### src/rtl/axi_lite_clint_slave.sv
// axi_lite_clint_slave
//   AXI-lite responder for a CLINT-style machine timer. It holds the 64-bit
//   mtime counter and the mtimecmp compare register, and can optionally hold
//   an msip software-interrupt bit. It drives the registered timer interrupt
//   (mtip) and the software interrupt (msip) toward the core.
//
//   Register map (decoded on addr[15:3]):
//     0x0000 msip      bit0 only (present only when CLINT_MSIP_EN is defined)
//     0x4000 mtimecmp  64-bit
//     0xBFF8 mtime     64-bit
//   Any other offset answers SLVERR: writes are dropped and reads return 0.
//
//   Build option: define CLINT_MSIP_EN to include the msip register. When it
//   is not defined, offset 0x0000 is unmapped and msip is tied to 0.
//
// Ports:
//   clk, rst               sole clock; synchronous active-high reset
//   s_aw*, s_w*, s_b*      AXI-lite write address / data / response channels
//   s_ar*, s_r*            AXI-lite read address / data channels
//   mtip                   timer interrupt pending (registered)
//   msip                   software interrupt pending
module axi_lite_clint_slave #(
  parameter int ADDR_WIDTH = 64,
  parameter int DATA_WIDTH = 64,
  parameter int TICK_DIV   = 1
) (
  input  logic                    clk,
  input  logic                    rst,
  input  logic [ADDR_WIDTH-1:0]   s_awaddr,
  input  logic                    s_awvalid,
  output logic                    s_awready,
  input  logic [DATA_WIDTH-1:0]   s_wdata,
  input  logic [DATA_WIDTH/8-1:0] s_wstrb,
  input  logic                    s_wvalid,
  output logic                    s_wready,
  output logic [1:0]              s_bresp,
  output logic                    s_bvalid,
  input  logic                    s_bready,
  input  logic [ADDR_WIDTH-1:0]   s_araddr,
  input  logic                    s_arvalid,
  output logic                    s_arready,
  output logic [DATA_WIDTH-1:0]   s_rdata,
  output logic [1:0]              s_rresp,
  output logic                    s_rvalid,
  input  logic                    s_rready,
  output logic                    mtip,
  output logic                    msip
);

  localparam logic [12:0] OFF_MTIMECMP = 13'h0800;
  localparam logic [12:0] OFF_MTIME    = 13'h17FF;
`ifdef CLINT_MSIP_EN
  localparam logic [12:0] OFF_MSIP     = 13'h0000;
`endif
  localparam logic [1:0]  RESP_OKAY    = 2'b00;
  localparam logic [1:0]  RESP_SLVERR  = 2'b10;
  localparam logic [15:0] TICK_LAST    = 16'(TICK_DIV - 1);

  typedef enum logic {W_IDLE, W_RESP} w_state_t;
  typedef enum logic {R_IDLE, R_DATA} r_state_t;

  w_state_t    w_state, w_state_next;
  r_state_t    r_state, r_state_next;

  logic        aw_captured, w_captured;
  logic [12:0] aw_addr_q;
  logic [63:0] w_data_q;
  logic [7:0]  w_strb_q;
  logic        aw_hs, w_hs, ar_hs, commit;
  logic [12:0] wr_addr;
  logic [63:0] wr_data;
  logic [7:0]  wr_strb;
  logic        sel_mtime, sel_mtimecmp, wr_mapped;
  logic [63:0] rd_value;
  logic        rd_mapped;
  logic [63:0] mtime, mtimecmp;
  logic [15:0] tick_cnt;
  logic        tick;
  logic        unused_addr_bits;

  assign unused_addr_bits = ^{s_awaddr[ADDR_WIDTH-1:16], s_awaddr[2:0],
                              s_araddr[ADDR_WIDTH-1:16], s_araddr[2:0]};

  function automatic logic [63:0] merge_bytes(input logic [63:0] old_val,
                                              input logic [63:0] new_val,
                                              input logic [7:0]  strb);
    logic [63:0] res;
    res = old_val;
    for (int i = 0; i < 8; i++) begin
      if (strb[i]) res[8*i +: 8] = new_val[8*i +: 8];
    end
    return res;
  endfunction

  // Handshakes are derived from registered state only, so the ready outputs
  // never loop back through the commit decision.
  assign aw_hs = (w_state == W_IDLE) && !aw_captured && s_awvalid;
  assign w_hs  = (w_state == W_IDLE) && !w_captured && s_wvalid;
  assign ar_hs = (r_state == R_IDLE) && s_arvalid;

  // The channel arriving this cycle is used directly, so the commit happens on
  // the edge of the later handshake rather than one cycle after it.
  assign wr_addr = aw_captured ? aw_addr_q : s_awaddr[15:3];
  assign wr_data = w_captured  ? w_data_q  : s_wdata;
  assign wr_strb = w_captured  ? w_strb_q  : s_wstrb;
  assign commit  = (w_state == W_IDLE) && (aw_captured || aw_hs) && (w_captured || w_hs);

  assign sel_mtime    = (wr_addr == OFF_MTIME);
  assign sel_mtimecmp = (wr_addr == OFF_MTIMECMP);
`ifdef CLINT_MSIP_EN
  assign wr_mapped = sel_mtime || sel_mtimecmp || (wr_addr == OFF_MSIP);
`else
  assign wr_mapped = sel_mtime || sel_mtimecmp;
`endif

  // Write FSM state register plus the latched AW/W beats.
  always_ff @(posedge clk) begin
    if (rst) begin
      w_state     <= W_IDLE;
      aw_captured <= 1'b0;
      w_captured  <= 1'b0;
      aw_addr_q   <= '0;
      w_data_q    <= '0;
      w_strb_q    <= '0;
      s_bresp     <= RESP_OKAY;
    end else begin
      w_state <= w_state_next;
      if (aw_hs) begin
        aw_captured <= 1'b1;
        aw_addr_q   <= s_awaddr[15:3];
      end
      if (w_hs) begin
        w_captured <= 1'b1;
        w_data_q   <= s_wdata;
        w_strb_q   <= s_wstrb;
      end
      if (commit) s_bresp <= wr_mapped ? RESP_OKAY : RESP_SLVERR;
      if (w_state == W_RESP && s_bready) begin
        aw_captured <= 1'b0;
        w_captured  <= 1'b0;
      end
    end
  end

  // Write FSM next state and channel outputs.
  always_comb begin
    w_state_next = w_state;
    s_awready    = 1'b0;
    s_wready     = 1'b0;
    s_bvalid     = 1'b0;
    case (w_state)
      W_IDLE: begin
        s_awready = !aw_captured;
        s_wready  = !w_captured;
        if (commit) w_state_next = W_RESP;
      end
      W_RESP: begin
        s_bvalid = 1'b1;
        if (s_bready) w_state_next = W_IDLE;
      end
      default: w_state_next = W_IDLE;
    endcase
  end

  // Read data mux from the current register contents.
  always_comb begin
    rd_value  = '0;
    rd_mapped = 1'b0;
    case (s_araddr[15:3])
      OFF_MTIMECMP: begin rd_value = mtimecmp; rd_mapped = 1'b1; end
      OFF_MTIME:    begin rd_value = mtime;    rd_mapped = 1'b1; end
`ifdef CLINT_MSIP_EN
      OFF_MSIP:     begin rd_value = {63'b0, msip}; rd_mapped = 1'b1; end
`endif
      default: ;
    endcase
  end

  // Read FSM state register; the response is captured on AR acceptance and
  // held until the master takes it.
  always_ff @(posedge clk) begin
    if (rst) begin
      r_state <= R_IDLE;
      s_rdata <= '0;
      s_rresp <= RESP_OKAY;
    end else begin
      r_state <= r_state_next;
      if (ar_hs) begin
        s_rdata <= rd_value;
        s_rresp <= rd_mapped ? RESP_OKAY : RESP_SLVERR;
      end
    end
  end

  // Read FSM next state and channel outputs.
  always_comb begin
    r_state_next = r_state;
    s_arready    = 1'b0;
    s_rvalid     = 1'b0;
    case (r_state)
      R_IDLE: begin
        s_arready = 1'b1;
        if (s_arvalid) r_state_next = R_DATA;
      end
      R_DATA: begin
        s_rvalid = 1'b1;
        if (s_rready) r_state_next = R_IDLE;
      end
      default: r_state_next = R_IDLE;
    endcase
  end

  assign tick = (tick_cnt == TICK_LAST);

  // Timer registers. A software mtime write with any strobe set replaces the
  // tick increment for that cycle; the tick counter keeps its own cadence.
  always_ff @(posedge clk) begin
    if (rst) begin
      tick_cnt <= '0;
      mtime    <= '0;
      mtimecmp <= '1;
      mtip     <= 1'b0;
    end else begin
      tick_cnt <= tick ? 16'd0 : tick_cnt + 16'd1;
      if (commit && sel_mtime && (wr_strb != 8'h00)) mtime <= merge_bytes(mtime, wr_data, wr_strb);
      else if (tick)                                  mtime <= mtime + 64'd1;
      if (commit && sel_mtimecmp) mtimecmp <= merge_bytes(mtimecmp, wr_data, wr_strb);
      mtip <= (mtime >= mtimecmp);
    end
  end

`ifdef CLINT_MSIP_EN
  logic msip_q;

  // Software interrupt bit; only byte 0 / bit 0 is meaningful.
  always_ff @(posedge clk) begin
    if (rst) begin
      msip_q <= 1'b0;
    end else if (commit && (wr_addr == OFF_MSIP) && wr_strb[0]) begin
      msip_q <= wr_data[0];
    end
  end

  assign msip = msip_q;
`else
  assign msip = 1'b0;
`endif

endmodule

### config.mk
export PLATFORM = sky130hd
export DESIGN_NAME = axi_lite_clint_slave
export DESIGN_NICKNAME = d
export VERILOG_FILES = /design/src/rtl/axi_lite_clint_slave.sv
export SDC_FILE = /design/constraint.sdc
export NUM_CORES = 1
export LEC_CHECK = 0
export ABC_CLOCK_PERIOD_IN_PS = 3100
export BUFFER_PORTS_ARGS = -buffer_cell sky130_fd_sc_hd__buf_2
export CORE_ASPECT_RATIO = 0.8
export CORE_MARGIN = 1
export CORE_UTILIZATION = 40
export CTS_CLUSTER_SIZE = 25
export DETAILED_ROUTE_END_ITERATION = 10
export PLACE_DENSITY = 0.71
export SYNTH_ARGS = -nofsm -noshare
export SYNTH_HDL_FRONTEND = slang
export SYNTH_SLANG_ARGS = --single-unit
### constraint.sdc
create_clock -name clk -period 3.1 [get_ports clk]
set_input_delay 0.775 -clock clk [delete_from_list [all_inputs] [get_ports clk]]
set_output_delay 0.775 -clock clk [all_outputs]
set_load 0.005 [all_outputs]
# Word level (Yosys, flattened, before mapping)

Cells that the tools add are included.

Add/subtract/negate cells: 2
Magnitude comparators: 1
Equal/unequal tests: 12
Muxes and demuxes: 28
Bitwise logic cells: 2
Reductions and logical operators: 38

Operator list:

| kind                                                   | count |
|---|---|
| two-way mux 64 bit                                     | 3 |
| case mux 64 bit (2 select lines)                       | 1 |
| two-way mux 8 bit                                      | 9 |
| adder 64 x 1 -> 64 bit (second input constant)         | 1 |
| >= comparator 64 bit                                   | 1 |
| AND reduction 2 bit                                    | 16 |
| equality test 13 x 12 -> 1 bit (second input constant) | 2 |
| equality test 13 bit (second input constant)           | 2 |
| adder 16 x 1 -> 16 bit (second input constant)         | 1 |
| zero test 16 bit                                       | 1 |
| inequality test 2 bit (second input constant)          | 8 |
| two-way mux 13 bit                                     | 1 |
| logical AND 1 bit                                      | 11 |
| two-way mux 1 bit                                      | 10 |
| nonzero test 8 bit                                     | 1 |
| OR reduction 2 bit                                     | 3 |
| two-way mux 2 bit                                      | 2 |
| case mux 1 bit (2 select lines)                        | 2 |
| logical OR 1 bit                                       | 3 |
| zero test 1 bit                                        | 2 |
| NOT 1 bit                                              | 2 |
| nonzero test 2 bit                                     | 1 |

Register bits after elaboration: 302
Input bits: 207
Output and inout bits: 75
Word-level logic and storage cells: 111

# Longest topological paths before layout

Depth after elaboration: 10
Mapped depth: 12
Gate-level depth less buffers: 9

# Worst setup path before layout

OpenSTA, ideal clock, no wires.

Kind: input-to-reg
From: input port s_wstrb[1]
To: register mtime[58]
Library setup time: 134 ps
Data arrival time: 3017 ps
Required time: 2966 ps
Setup slack: -51 ps
Stages: 9
Path buffers: 2
Cell sequence: or4_1 o22a_1 or4_1 buf_2 and2_1 buf_6 or3_1 o22ai_1 a211oi_1

Longest elaborated chain between the ends: 5
Elaborated cells between the ends (all ways): 7
Classes of those cells: 1 x eq/ne; 2 x mux; 4 x reduce/logical

RTL lines:

| element                                                                             | RTL line | text |
|---|---|---|
| start: declaration                                                                  | 33       | `input logic [DATA_WIDTH/8-1:0] s_wstrb,` |
| two-way mux 8 bit *                                                                 | 105      | `assign wr_strb = w_captured ? w_strb_q : s_wstrb;` |
| nonzero test 8 bit *                                                                | 225      | `if (commit && sel_mtime && (wr_strb != 8'h00)) mtime <= merge_bytes(mtime, wr_data, wr_strb);` |
| logical AND 1 bit *                                                                 | 225      |  |
| inequality test 2 bit (no source line) / nonzero test 2 bit (equally long branches) | n/a      |  |
| AND reduction 2 bit (no source line)                                                | n/a      |  |
| end signal: assignment                                                              | 225      |  |
| end signal: assignment                                                              | 226      | `else if (tick) mtime <= mtime + 64'd1;` |
| end: declaration                                                                    | 76       | `logic [63:0] mtime, mtimecmp;` |

Every way passes the cells marked *; elsewhere a longest branch is shown, timed or not.
A chain may end at the register's enable or synchronous reset.

# Final worst setup path

From: register w_captured
To: register mtime[23]

Longest elaborated chain between the ends: 9
Elaborated cells between the ends (all ways): 15
Classes of those cells: 1 x eq/ne; 4 x mux; 10 x reduce/logical

RTL lines:

| element                                                                             | RTL line | text |
|---|---|---|
| start: declaration                                                                  | 65       | `logic aw_captured, w_captured;` |
| start signal: assignment                                                            | 121      | `w_captured <= 1'b0;` |
| start signal: assignment                                                            | 133      | `w_captured <= 1'b1;` |
| start signal: assignment                                                            | 140      | `w_captured <= 1'b0;` |
| zero test 1 bit                                                                     | 98       | `assign w_hs = (w_state == W_IDLE) && !w_captured && s_wvalid;` |
| logical AND 1 bit (2 in series)                                                     | 98       |  |
| logical OR 1 bit                                                                    | 106      | `assign commit = (w_state == W_IDLE) && (aw_captured \|\| aw_hs) && (w_captured \|\| w_hs);` |
| logical AND 1 bit                                                                   | 106      |  |
| logical AND 1 bit (2 in series)                                                     | 225      |  |
| inequality test 2 bit (no source line) / nonzero test 2 bit (equally long branches) | n/a      |  |
| AND reduction 2 bit (no source line)                                                | n/a      |  |

Several ways; a longest one is shown, not always the timed one. The select of a mux whose other input is x is not followed.

==> metrics.md <==
| Metric | Value |
|---|---|
| Sw Share | `between 20 and 25%` |
| Fmax | `approximately 0.35 GHz` |
| Die X-Extent | `225 um` |
| Worst Setup Slack, final | `between 0.2 and 0.25 ns` |
| Root Buffer | `clkbuf_16` |
| # IOs | `around 280` |
| Max-slew headroom | `a little over two fifths` |
| Routed wire length per instance | `17.9 um` |
| Synthesized area | `approximately 16000 um^2` |
| Reg-to-Reg End | `mtime[23]$_SDFFE_PP0P_` |
| Tcrit/Tclk final | `92.6%` |
| Worst Hold Depth | `2` |
| Nets@finish | `about 2400` |
| Die Footprint | `approximately 41000 um^2` |
| Worst-path clk slew | `about 0.070 ns` |
| Final Hold Viols | `0` |
| CTS buffer count | `35` |
| Status | `completed` |
| Final Wtd Congestion | `0.918` |
| Critical Path Fanout Max | `15` |
| Distinct cell type count after synthesis | `72` |
| Post-CTS Setup Inserts | `0` |
| Port bufs | `about 180` |
| Min cycle time layout | `approximately 2.9 ns` |
| R2R depth | `9` |
| H-tree depth | `2` |
| Clock skew | `approximately 0.020 ns` |
| HPWL Detailed | `35.3 mm` |
| Sw power | `between 2000 and 2500 uW` |
| EDFF count, synth | `0` |
| Ys flop type | `dfxtp_1` |
| CTS tree | `done` |
| Hold Path Origin | `w_data_q[53]$_SDFFE_PP0P_` |
| Number of iterations in the first detailed-routing pass | `6` |
| R2R setup slack | `between 0.2 and 0.25 ns` |
| PwrDens | `497 nW/um^2` |
| Largest net degree at the start of global routing | `between 70 and 80` |
| Routed WL | `between 40 and 50 mm` |
| Rows | `64` |
| CP startpoint kind | `flop` |
| Initial Utilization | `between 40 and 50%` |
| Min-Delay Endpoint | `w_data_q[53]$_SDFFE_PP0P_` |
| Clk pwr share | `between 40% and 50%` |
| Synthesis warning total | `0` |
| Initial antenna violation count | `6` |
| Post-synthesis sequential area ratio | `between 30% and 40%` |
| Slew @ Worst Pin | `between 0.8 and 0.9 ns` |
| Area grow syn2layout | `20.3%` |
| Die height | `180 um` |
| CTS Buffer Depth | `3` |
| Crit path DAT | `roughly 3.3 ns` |
| Final setup viols | `0` |
| Drt initial violations | `approximately 1300` |
| FF+latch count, synth | `300` |
| Max VDD drop | `0.400 mV` |
| WHS | `~0.45 ns` |
| Area of the core | `~39000 um^2` |
| Grt ovf | `0` |
| Post-Synthesis Cells | `~2000` |
| Share of layout cells above drive strength 1 | `between 10% and 20%` |
| P_int | `7160 uW` |
| Worst skew pair latency | `around 0.53 ns` |
| Post-route ant nets | `0` |
| Required time of the critical path | `about 3.6 ns` |
| HP Class | `reg -> reg` |
| Ys async rst share | `0%` |
| Avg Inst Size Synth | `8.03 um^2` |
| Slew Viols, Final | `0` |
| Reg2reg start | `w_captured$_SDFFE_PP0P_` |
| Via count | `15582` |
| Avg Vias per Cell | `approximately 5.7` |
| Leakage | `0.00825 uW` |
| GR Util All Layers | `approximately a quarter` |
| DRC | `0` |
| First-pass GRT wire length | `78.2 mm` |
| Share of power burned in registers | `42.9%` |
| Comb pwr share | `roughly a tenth` |
| Crit Path Category | `reg -> reg` |
| Vias in the first global route | `between 10000 and 15000` |
| Unrepaired setup endpoints after global routing | `no` |
| Max cap viols | `0` |
| Post-place setup slack | `-0.301 ns` |
| Clk sinks | `300` |
| Critical Path End Type | `flop` |
## layer usage
| layer | part of all wire [%] | up-vias | track usage [%] |
|---|---|---|---|
| li1 | - | 7479 | - |
| met1 | 46 | 7419 | 33.6 |
| met5 | 0.018 | - | 0 |
| met2 | 43 | 594 | 35.8 |
| met3 | 8.0 | 88 | 4.66 |
| met4 | 2.4 | 2 | 7.16 |
## synthesized netlist by cell type (38+ instances only)
cell,instances,area [um^2]
nor3_1,100,500
dfxtp_1,300,6010
a21oi_1,183,916
clkbuf_1,99,372
inv_1,78,293
o21ai_0,42,210
a221oi_1,66,578
mux2i_1,62,621
ha_1,67,838
nor2_1,198,743
nand2_1,273,1020
o21ai_1,48,240
nand4_1,38,238
## timing repair
item | in CTS | in global routing
gates resized for setup | 1 | 1
endpoints found under the hold margin | 0 | 0
setup endpoints to repair | 3 | 21
hold buffers | 0 | 0
## layout make-up
type / count / area, um^2
timing repair buffer: 277 / 1810
multi-input combinational: 1477 / 9080
sequential: 300 / 6010
tap: 528 / 661
fill: 3611 / 19500
inverter: 78 / 293
clock buffer: 49 / 1060
antenna: 5 / 12.5
clock inverter: 13 / 200
## power groups by stage
stage | combinational (uW) | clock [uW] | sequential, uW
2_1_floorplan | 542 | 0 | 4150
3_3_place_gp | 901 | 0 | 4160
3_5_place_dp | 920 | 0 | 4170
4_1_cts | 925 | 4580 | 4080
5_1_grt | 1020 | 4750 | 4100
6_report | 927 | 4500 | 4080
## layout by cell type, fill, tap and decap left out, types with 14 or more instances in the layout
cell type and count:
mux2i_1 62, a211o_1 33, o21ai_1 48, nor2_1 198
a21o_1 36, and2_1 14, nand2_1 271, and3_1 18
a221oi_1 66, nand3_1 33, nand4_1 38, mux2_2 27
a211oi_1 21, nor4_1 14, nor3_2 14, buf_4 88
nand2b_1 30, buf_2 175, ha_1 67, a21oi_1 182
dfxtp_1 298, clkbuf_16 36, o21ai_0 42, inv_1 78
nor3_1 100
## cell families after synthesis
logic type | count (synthesis) | share of synthesized area [%]
and+or+nand+nor | 807 | 24.3
other | 1 | 0.0236
DFF | 300 | 37.8
adders and majority gates | 67 | 5.27
muxes | 90 | 5.88
xor gates and xnor gates | 16 | 0.881
buffers and inverters | 207 | 5.52
AOI/OAI and AO/OA | 494 | 20.4
## worst max-delay path, stage by stage, from the launching register on
cell     delay [ns]
dfxtp_4        0.37
or4_1          0.53
o22a_1         0.19
or4_1          0.55
a21oi_2        0.24
buf_4          0.17
buf_4          0.21
a21o_1         0.22
o21ai_0        0.14
a21oi_1        0.17
## worst max path at each step
| stage | start | to | slack [ns] | depth (start not counted) |
|---|---|---|---|---|
| 2_1_floorplan | s_wstrb[1] | mtime[58]$_SDFFE_PP0P_ | 0.005 | 9 |
| 3_3_place_gp | s_wstrb[1] | mtime[23]$_SDFFE_PP0P_ | -0.26 | 10 |
| 3_5_place_dp | s_wstrb[1] | mtime[23]$_SDFFE_PP0P_ | -0.30 | 10 |
| 4_1_cts | aw_captured$_SDFFE_PP0P_ | mtime[4]$_SDFFE_PP0P_ | 0.13 | 8 |
| 5_1_grt | w_captured$_SDFFE_PP0P_ | mtime[22]$_SDFFE_PP0P_ | 0.07 | 9 |
| 6_report | w_captured$_SDFFE_PP0P_ | mtime[23]$_SDFFE_PP0P_ | 0.23 | 9 |
## registers in the layout, summed over array words and instances (netlist names), 8 cells and up
name       count
aw_addr_q     13
tick_cnt      16
mtime         64
mtimecmp      64
w_data_q      64
w_strb_q       8
s_rdata       64
## per-stage QoR
step                instances  cell area, um^2  total power [uW]  utilization (%)  setup TNS [ns]
floorplan                1984            15900              4700                -               0
global placement         2660            17900              5060             46.2           -8.53
detailed placement       2660            17900              5090             46.2           -9.98
CTS                      2722            19100              9580             49.4               0
global route             2724            19100              9860             49.4               0
finish                   2727            19100              9510             49.5               0
Note: power is estimated with default switching activity, not from simulation.
